`src/rtl/spi_slave_rx_pkg.sv`:
```
// Shared SPI definitions: frame width, counter width, idle levels and FSM states.
package spi_slave_rx_pkg;

  localparam int unsigned SPI_DATA_W      = 16;
  localparam int unsigned SPI_CNT_W       = 5;
  localparam int unsigned SPI_SYNC_STAGES = 2;

  // Mode 0: s_clk idles low, data sampled on the rising edge.
  localparam logic SPI_SCLK_IDLE = 1'b0;
  localparam logic SPI_CS_IDLE   = 1'b1;

  typedef enum logic [1:0] {
    ST_IDLE    = 2'd0,
    ST_SHIFT   = 2'd1,
    ST_WAIT_CS = 2'd2
  } spi_state_e;

endpackage

```
`src/rtl/spi_slave_rx_sync.sv`:
```
// Multi-flop synchronizer for one asynchronous input bit.
// Ports: clk/rst (sync, active-high), d (async input), q (synchronized output).
// RST_VAL is the idle level the chain is forced to during reset.
module spi_slave_rx_sync #(
  parameter int unsigned STAGES  = 2,
  parameter logic        RST_VAL = 1'b0
) (
  input  logic clk,
  input  logic rst,
  input  logic d,
  output logic q
);

  logic [STAGES-1:0] sync_q;
  logic [STAGES-1:0] sync_d;

  always_comb begin
    sync_d = {sync_q[STAGES-2:0], d};
  end

  always_ff @(posedge clk) begin
    if (rst) begin
      sync_q <= {STAGES{RST_VAL}};
    end else begin
      sync_q <= sync_d;
    end
  end

  assign q = sync_q[STAGES-1];

endmodule

```
`src/rtl/spi_slave_rx.sv`:
```
// SPI mode-0 target endpoint: oversamples s_clk/spi_cs_l/mosi in the clk domain,
// shifts in one MSB-first word per frame, shifts a reply out on miso, and hands
// received words to the system through a valid/ready holding register.
// Ports:
//   clk, rst           system clock, synchronous active-high reset
//   s_clk, spi_cs_l    SPI clock and active-low chip select (async)
//   mosi / miso        serial data in / out
//   tx_data            reply word, captured at frame start
//   rx_data, rx_valid  received word and its valid flag; rx_ready accepts it
//   frame_err          1-cycle pulse: frame too short or too long
//   overrun            1-cycle pulse: word dropped, holding register full
//   busy               high while shifting
//   bit_cnt            bits received in the current frame
module spi_slave_rx
  import spi_slave_rx_pkg::*;
#(
  parameter int unsigned DATA_W      = SPI_DATA_W,
  parameter int unsigned SYNC_STAGES = SPI_SYNC_STAGES
) (
  input  logic                 clk,
  input  logic                 rst,
  input  logic                 s_clk,
  input  logic                 spi_cs_l,
  input  logic                 mosi,
  output logic                 miso,
  input  logic [DATA_W-1:0]    tx_data,
  output logic [DATA_W-1:0]    rx_data,
  output logic                 rx_valid,
  input  logic                 rx_ready,
  output logic                 frame_err,
  output logic                 overrun,
  output logic                 busy,
  output logic [SPI_CNT_W-1:0] bit_cnt
);

  localparam int unsigned FLUSH_W = $clog2(SYNC_STAGES + 1);

  logic sclk_s, cs_s, mosi_s;

  spi_slave_rx_sync #(.STAGES(SYNC_STAGES), .RST_VAL(SPI_SCLK_IDLE)) u_sync_sclk (
    .clk(clk), .rst(rst), .d(s_clk), .q(sclk_s)
  );
  spi_slave_rx_sync #(.STAGES(SYNC_STAGES), .RST_VAL(SPI_CS_IDLE)) u_sync_cs (
    .clk(clk), .rst(rst), .d(spi_cs_l), .q(cs_s)
  );
  spi_slave_rx_sync #(.STAGES(SYNC_STAGES), .RST_VAL(1'b0)) u_sync_mosi (
    .clk(clk), .rst(rst), .d(mosi), .q(mosi_s)
  );

  spi_state_e           state_q, state_d;
  logic                 sclk_dly_q, sclk_dly_d;
  logic                 cs_dly_q, cs_dly_d;
  logic [FLUSH_W-1:0]   flush_cnt_q, flush_cnt_d;
  logic [DATA_W-1:0]    rx_sr_q, rx_sr_d;
  logic [DATA_W-1:0]    tx_sr_q, tx_sr_d;
  logic [SPI_CNT_W-1:0] bit_cnt_q, bit_cnt_d;
  logic                 extra_q, extra_d;
  logic                 miso_q, miso_d;
  logic [DATA_W-1:0]    rx_data_q, rx_data_d;
  logic                 rx_valid_q, rx_valid_d;
  logic                 frame_err_q, frame_err_d;
  logic                 overrun_q, overrun_d;
  logic                 busy_q, busy_d;

  logic sclk_rise_c, sclk_fall_c, cs_fall_c, cs_rise_c;
  logic sync_ok_c, cs_high_c, commit_c;

  // Edge detect on synchronized inputs against a one-cycle delay flop.
  always_comb begin
    sclk_dly_d  = sclk_s;
    cs_dly_d    = cs_s;
    sclk_rise_c =  sclk_s & ~sclk_dly_q;
    sclk_fall_c = ~sclk_s &  sclk_dly_q;
    cs_fall_c   = ~cs_s   &  cs_dly_q;
    cs_rise_c   =  cs_s   & ~cs_dly_q;
  end

  // After reset the synchronizers hold forced idle levels; only once they have
  // refilled with real samples may a high cs release WAIT_CS. This lets the block
  // leave WAIT_CS when cs was already idle at reset, yet ignore a frame in flight.
  always_comb begin
    sync_ok_c   = (flush_cnt_q == FLUSH_W'(SYNC_STAGES));
    flush_cnt_d = sync_ok_c ? flush_cnt_q : flush_cnt_q + FLUSH_W'(1);
    cs_high_c   = sync_ok_c & cs_s;
  end

  // Next-state and datapath.
  always_comb begin
    state_d     = state_q;
    rx_sr_d     = rx_sr_q;
    tx_sr_d     = tx_sr_q;
    bit_cnt_d   = bit_cnt_q;
    extra_d     = extra_q;
    miso_d      = (state_q == ST_SHIFT) ? miso_q : 1'b0;
    rx_data_d   = rx_data_q;
    rx_valid_d  = rx_valid_q & ~rx_ready;
    frame_err_d = 1'b0;
    overrun_d   = 1'b0;
    commit_c    = 1'b0;

    unique case (state_q)
      ST_IDLE: begin
        if (cs_fall_c) begin
          state_d   = ST_SHIFT;
          tx_sr_d   = tx_data;
          miso_d    = tx_data[DATA_W-1];
          bit_cnt_d = '0;
        end
      end
      ST_SHIFT: begin
        if (bit_cnt_q == SPI_CNT_W'(DATA_W)) begin
          // Full word: commit and wait for cs to release.
          commit_c = 1'b1;
          miso_d   = 1'b0;
          extra_d  = 1'b0;
          state_d  = cs_rise_c ? ST_IDLE : ST_WAIT_CS;
        end else if (cs_rise_c) begin
          frame_err_d = 1'b1;
          miso_d      = 1'b0;
          state_d     = ST_IDLE;
        end else begin
          if (sclk_rise_c) begin
            rx_sr_d   = {rx_sr_q[DATA_W-2:0], mosi_s};
            bit_cnt_d = bit_cnt_q + SPI_CNT_W'(1);
          end
          if (sclk_fall_c) begin
            tx_sr_d = tx_sr_q << 1;
            miso_d  = tx_sr_q[DATA_W-2];
          end
        end
      end
      ST_WAIT_CS: begin
        if (sclk_rise_c && sync_ok_c) begin
          extra_d = 1'b1;
        end
        if (cs_high_c) begin
          frame_err_d = extra_q | (sclk_rise_c & sync_ok_c);
          extra_d     = 1'b0;
          state_d     = ST_IDLE;
        end
      end
      default: begin
        state_d = ST_WAIT_CS;
      end
    endcase

    // Holding register: accept if empty or being drained this cycle.
    if (commit_c) begin
      if (!rx_valid_q || rx_ready) begin
        rx_data_d  = rx_sr_q;
        rx_valid_d = 1'b1;
      end else begin
        overrun_d = 1'b1;
      end
    end

    busy_d = (state_d == ST_SHIFT);
  end

  always_ff @(posedge clk) begin
    if (rst) begin
      state_q     <= ST_WAIT_CS;
      sclk_dly_q  <= SPI_SCLK_IDLE;
      cs_dly_q    <= SPI_CS_IDLE;
      flush_cnt_q <= '0;
      rx_sr_q     <= '0;
      tx_sr_q     <= '0;
      bit_cnt_q   <= '0;
      extra_q     <= 1'b0;
      miso_q      <= 1'b0;
      rx_data_q   <= '0;
      rx_valid_q  <= 1'b0;
      frame_err_q <= 1'b0;
      overrun_q   <= 1'b0;
      busy_q      <= 1'b0;
    end else begin
      state_q     <= state_d;
      sclk_dly_q  <= sclk_dly_d;
      cs_dly_q    <= cs_dly_d;
      flush_cnt_q <= flush_cnt_d;
      rx_sr_q     <= rx_sr_d;
      tx_sr_q     <= tx_sr_d;
      bit_cnt_q   <= bit_cnt_d;
      extra_q     <= extra_d;
      miso_q      <= miso_d;
      rx_data_q   <= rx_data_d;
      rx_valid_q  <= rx_valid_d;
      frame_err_q <= frame_err_d;
      overrun_q   <= overrun_d;
      busy_q      <= busy_d;
    end
  end

  assign miso      = miso_q;
  assign rx_data   = rx_data_q;
  assign rx_valid  = rx_valid_q;
  assign frame_err = frame_err_q;
  assign overrun   = overrun_q;
  assign busy      = busy_q;
  assign bit_cnt   = bit_cnt_q;

endmodule

```
`config.mk`:
```
export PLATFORM = sky130hd
export DESIGN_NAME = spi_slave_rx
export DESIGN_NICKNAME = d
export VERILOG_FILES = /design/src/rtl/spi_slave_rx_pkg.sv /design/src/rtl/spi_slave_rx_sync.sv /design/src/rtl/spi_slave_rx.sv
export SDC_FILE = /design/constraint.sdc
export NUM_CORES = 1
export LEC_CHECK = 0
export ABC_AREA = 1
export BUFFER_PORTS_ARGS = -buffer_cell sky130_fd_sc_hd__clkbuf_2
export CORE_UTILIZATION = 58
export CTS_BUF_LIST = sky130_fd_sc_hd__clkbuf_8
export CTS_CLUSTER_SIZE = 16
export DETAILED_ROUTE_END_ITERATION = 10
export MAX_ROUTING_LAYER = met4
export PLACE_DENSITY = 0.82
export SLEW_MARGIN = 5
export SYNTH_ARGS = -nofsm -noshare
export SYNTH_HDL_FRONTEND = slang
export SYNTH_SLANG_ARGS = --single-unit
```
`constraint.sdc`:
```
create_clock -name clk -period 1.86 [get_ports clk]
set_clock_uncertainty 0.1 [all_clocks]
set_input_delay 0.093 -clock clk [delete_from_list [all_inputs] [get_ports clk]]
set_output_delay 0.093 -clock clk [all_outputs]
set_load 0.03 [all_outputs]
```
==> flow_results.xml <==
<?xml version="1.0" encoding="UTF-8"?>
<metrics>
  <group name="run_status">
    <metric name="outcome" unit="">completed</metric>
  </group>
  <group name="setup_path">
    <metric name="r2r_end" unit="">tx_sr_q[11]</metric>
    <metric name="worstSetupEndpointType" unit="">register</metric>
    <metric name="critical_path_peak_fanout" unit="">16</metric>
    <metric name="worst_ep_arrival_time" unit="ns">1.99</metric>
    <metric name="r2r_cells" unit="">10</metric>
    <metric name="cpMaxStageDelayCell" unit="">sky130_fd_sc_hd__dfxtp_2</metric>
    <metric name="crit_chain" unit="">inv_1 &gt; ha_4 &gt; inv_1 &gt; nand2_1 &gt; nand2_1 &gt; nor2_4 &gt; nand2_8 &gt; inv_6 &gt; nor2_1 &gt; nor2_1</metric>
    <metric name="data_required_time_at_the_worst_endpoint" unit="ns">2.03</metric>
    <metric name="critical_path.top_delay_family" unit="">simple AND/OR/NAND/NOR gates</metric>
    <metric name="setup.worst_path.start_class" unit="">register</metric>
    <metric name="worst_r2r_start" unit="">state_q[0]</metric>
    <metric name="critical_path.n_buffers_inverters" unit="">3</metric>
    <metric name="timing.critical_path.slowest_cell_delay" unit="ns">0.35</metric>
    <metric name="critPathKind" unit="">reg -&gt; reg</metric>
    <metric name="reg2reg_setup_slack" unit="ns">0.04</metric>
  </group>
  <group name="grt">
    <metric name="antenna_found_initial" unit="">0</metric>
    <metric name="grt_util_all_layers" unit="%">26.4</metric>
    <metric name="first_global_vias" unit="">2546</metric>
    <metric name="global_route.overflow_total" unit="">0</metric>
    <metric name="wire_length_of_the_first_global_routing_pass" unit="mm">10.6</metric>
    <metric name="pin_count_of_the_biggest_net_entering_global_routing" unit="">54</metric>
  </group>
  <group name="cts">
    <metric name="ctsHtreeMaxLevel" unit="">3</metric>
    <metric name="worstSkewPairLatency" unit="ns">0.35</metric>
    <metric name="post-cts-setup-buffer-count" unit="">0</metric>
    <metric name="number_of_buffers_created_by_cts" unit="">9</metric>
    <metric name="cts.sinks" unit="">70</metric>
    <metric name="cts_buffer_depth" unit="">2</metric>
    <metric name="root_driver" unit="">sky130_fd_sc_hd__clkbuf_8</metric>
    <metric name="cts.clk_slew.worst_paths" unit="ns">0.08</metric>
    <metric name="tritoncts" unit="">done</metric>
  </group>
  <group name="detailed_routing">
    <metric name="ant_nets" unit="">0</metric>
    <metric name="drt-vias-per-instance" unit="">5.19</metric>
    <metric name="dr_total_vias" unit="">2826</metric>
    <metric name="routed_wire_length" unit="mm">6.69</metric>
    <metric name="number_of_iterations_in_the_first_detailed_routing_pass" unit="">5</metric>
    <metric name="dr.first_iter.drc_count" unit="">243</metric>
    <metric name="drc" unit="">0</metric>
    <metric name="wl_per_cell" unit="µm">12.3</metric>
  </group>
  <group name="hold_path">
    <metric name="hold_end" unit="">tx_sr_q[4]</metric>
    <metric name="min_path_type" unit="">in -&gt; reg</metric>
    <metric name="hold_start" unit="">tx_data[4]</metric>
    <metric name="worst_hold_depth" unit="">5</metric>
  </group>
  <group name="yosys">
    <metric name="synthXorXnorAreaFrac" unit="%">0.295</metric>
    <metric name="synth_warnings" unit="">0</metric>
    <metric name="syn_area" unit="µm²">2970</metric>
    <metric name="post_synth_fa_ha_maj_area_fraction" unit="%">2.95</metric>
    <metric name="postSynthNetCount" unit="">437</metric>
    <metric name="synth_compound_area_share" unit="%">12.1</metric>
    <metric name="synth.yosys.seq_area_share" unit="%">47.2</metric>
    <metric name="post_synth_num_cell_types" unit="">27</metric>
    <metric name="synth.avg_cell_area" unit="µm²">7.28</metric>
    <metric name="synth_top_family_by_area" unit="">simple AND/OR/NAND/NOR gates</metric>
    <metric name="postSynthRegisterBits" unit="">70</metric>
    <metric name="synth_simple_gate_area_share" unit="%">30.9</metric>
    <metric name="syn_inst" unit="">408</metric>
    <metric name="mux_share_of_post_synthesis_cell_area" unit="%">0</metric>
  </group>
  <group name="pwr">
    <metric name="ir_drop" unit="mV">0.910</metric>
    <metric name="p_leak" unit="nW">1.61</metric>
    <metric name="cellPowerDensity" unit="nW/µm²">1070</metric>
  </group>
  <group name="cells_and_area">
    <metric name="area_growth" unit="%">21.9</metric>
    <metric name="most-common-layout-cells" unit="">sky130_fd_sc_hd__nor2_1 (95), sky130_fd_sc_hd__nand2_1 (85), sky130_fd_sc_hd__dfxtp_1 (69)</metric>
    <metric name="filler_cell_count" unit="">416</metric>
    <metric name="drive_gt1_share" unit="%">19.7</metric>
    <metric name="num_antenna_cells" unit="">0</metric>
    <metric name="final_cell_area" unit="µm²">3620</metric>
    <metric name="final_net_count" unit="">501</metric>
    <metric name="mostFrequentLayoutCell" unit="">sky130_fd_sc_hd__nor2_1</metric>
  </group>
  <group name="sta">
    <metric name="drv_slew" unit="">0</metric>
    <metric name="totalNegativeSetupSlack" unit="ns">0</metric>
    <metric name="timing.max_slew.rel_slack" unit="%">69.9</metric>
    <metric name="period_share" unit="%">97.7</metric>
    <metric name="max_slew.worst_pin.slew" unit="ns">0.452</metric>
    <metric name="post-route-min-period" unit="ns">1.82</metric>
    <metric name="timing_hold_violations_final" unit="">0</metric>
    <metric name="final_setup_violations" unit="">0</metric>
    <metric name="fmax" unit="GHz">0.551</metric>
  </group>
  <group name="floorplanning">
    <metric name="dieWidth" unit="µm">73.6</metric>
    <metric name="initial_utilization" unit="%">61.7</metric>
    <metric name="rows" unit="">25</metric>
    <metric name="fp.dieArea" unit="µm²">5410</metric>
    <metric name="io_pins" unit="">48</metric>
    <metric name="die_y" unit="µm">73.6</metric>
    <metric name="fp.coreArea" unit="µm²">4820</metric>
  </group>
  <group name="placement">
    <metric name="place.gp.congestion" unit="">0.903</metric>
    <metric name="port_buffers" unit="">47</metric>
    <metric name="hpwl_after_detailed_placement" unit="mm">4.29</metric>
    <metric name="post_dp_cell_area" unit="µm²">3280</metric>
  </group>
  <group name="run">
    <metric name="drv_cap" unit="">0</metric>
  </group>
</metrics>
-- repair_timing --
action	in CTS	in global routing
pin swaps	0	1
gates cloned	0	0
resized for setup	1	10
setup endpoints to repair	3	22
hold buffers	13	0
endpoints found under the hold margin	14	0
-- metal layers --
layer  vias to the layer above  routed length [µm]  GRT usage [%]
met1                      1255                2910           30.6
met5                         -                   0              -
met4                         0                 127           12.4
met3                        15                 411           6.04
met2                       117                3240           43.3
li1                       1439                   -              -
-- report_power, final --
part	total (W)	leakage (nW)	switching, W	internal [W]
Clock	0.00108	0.0910	0.000589	0.000487
Sequential	0.00179	0.569	0.000101	0.00169
Combinational	0.00102	0.950	0.000637	0.000384
Total	0.00389	1.61	0.00133	0.00256
-- worst reg2reg max path: cells and delay by family (launching register included) --
kind          cells  cell delay (ns)
simple gates      6             0.76
buf+inv           3             0.37
flops             1             0.35
fa+ha+maj         1             0.18
-- worst max-delay path by stage --
| stage | startpoint | end | slack [ns] | cells past startpoint |
|---|---|---|---|---|
| after detailed placement | state_q[1] | tx_sr_q[11] | -0.009 | 10 |
| after CTS | state_q[1] | tx_sr_q[11] | 0.05 | 10 |
| after global routing | state_q[0] | tx_sr_q[2] | -0.07 | 10 |
| after global placement | state_q[1] | tx_sr_q[4] | 0.12 | 10 |
| final | state_q[0] | tx_sr_q[11] | 0.04 | 10 |
| after floorplan | bit_cnt[0] | tx_sr_q[10] | 0.05 | 11 |
-- through the flow --
stage / setup slack [ns] / utilization [%] / hold slack [ns] / total power [W] / instances
2_1_floorplan: 0.0463 / - / 0.0968 / 0.00255 / 408
3_3_place_gp: 0.122 / 68.0 / 0.181 / 0.00269 / 515
3_5_place_dp: -0.00873 / 68.0 / 0.178 / 0.00274 / 515
4_1_cts: 0.0531 / 74.4 / 0.000207 / 0.00382 / 544
5_1_grt: -0.0726 / 75.1 / 0.0274 / 0.00411 / 544
6_report: 0.0435 / 75.1 / 0.00612 / 0.00389 / 544
-- sequential cells by signal, summed over array words and instances (netlist names) --
name / flops
rx_data: 16
rx_sr_q: 16
tx_sr_q: 15
bit_cnt: 5
flush_cnt_q: 2
state_q: 2
u_sync_cs.sync_q: 2
u_sync_mosi.sync_q: 2
u_sync_sclk.sync_q: 2
busy: 1
cs_dly_q: 1
extra_q: 1
frame_err: 1
miso: 1
overrun: 1
rx_valid: 1
sclk_dly_q: 1
-- synth_stat cells, drive strengths merged --
library cell | instances | share of area (%)
nor2 | 98 | 13
nand2 | 88 | 12
dfxtp | 70 | 47
o21ai | 50 | 8.4
inv | 24 | 3.1
nor3 | 17 | 2.9
a21oi | 16 | 3.2
clkbuf | 11 | 1.4
nand3 | 10 | 1.7
buf | 8 | 2.1
ha | 7 | 2.9
nand4 | 4 | 1.1
or2 | 2 | 0.42
o211ai | 1 | 0.25
o21bai | 1 | 0.25
xnor2 | 1 | 0.29
-- kinds of logic after synthesis --
family | Yosys count
XOR/XNOR | 1
flip-flops | 70
buffers and inverters | 43
AO/OA/AOI/OAI | 68
adder cells (fa/ha/maj) | 7
AND/OR/NAND/NOR | 219
-- cell type report --
class	count	area (µm²)	area share, %
multi-input combinational	295	1410	38.9
inverter	24	95.1	2.63
clock buffer	9	124	3.42
clock inverter	7	51.3	1.42
timing repair buffer	72	455	12.6
sequential	70	1400	38.7
tap	67	83.8	2.32
Power figures use the tool's default switching activity.
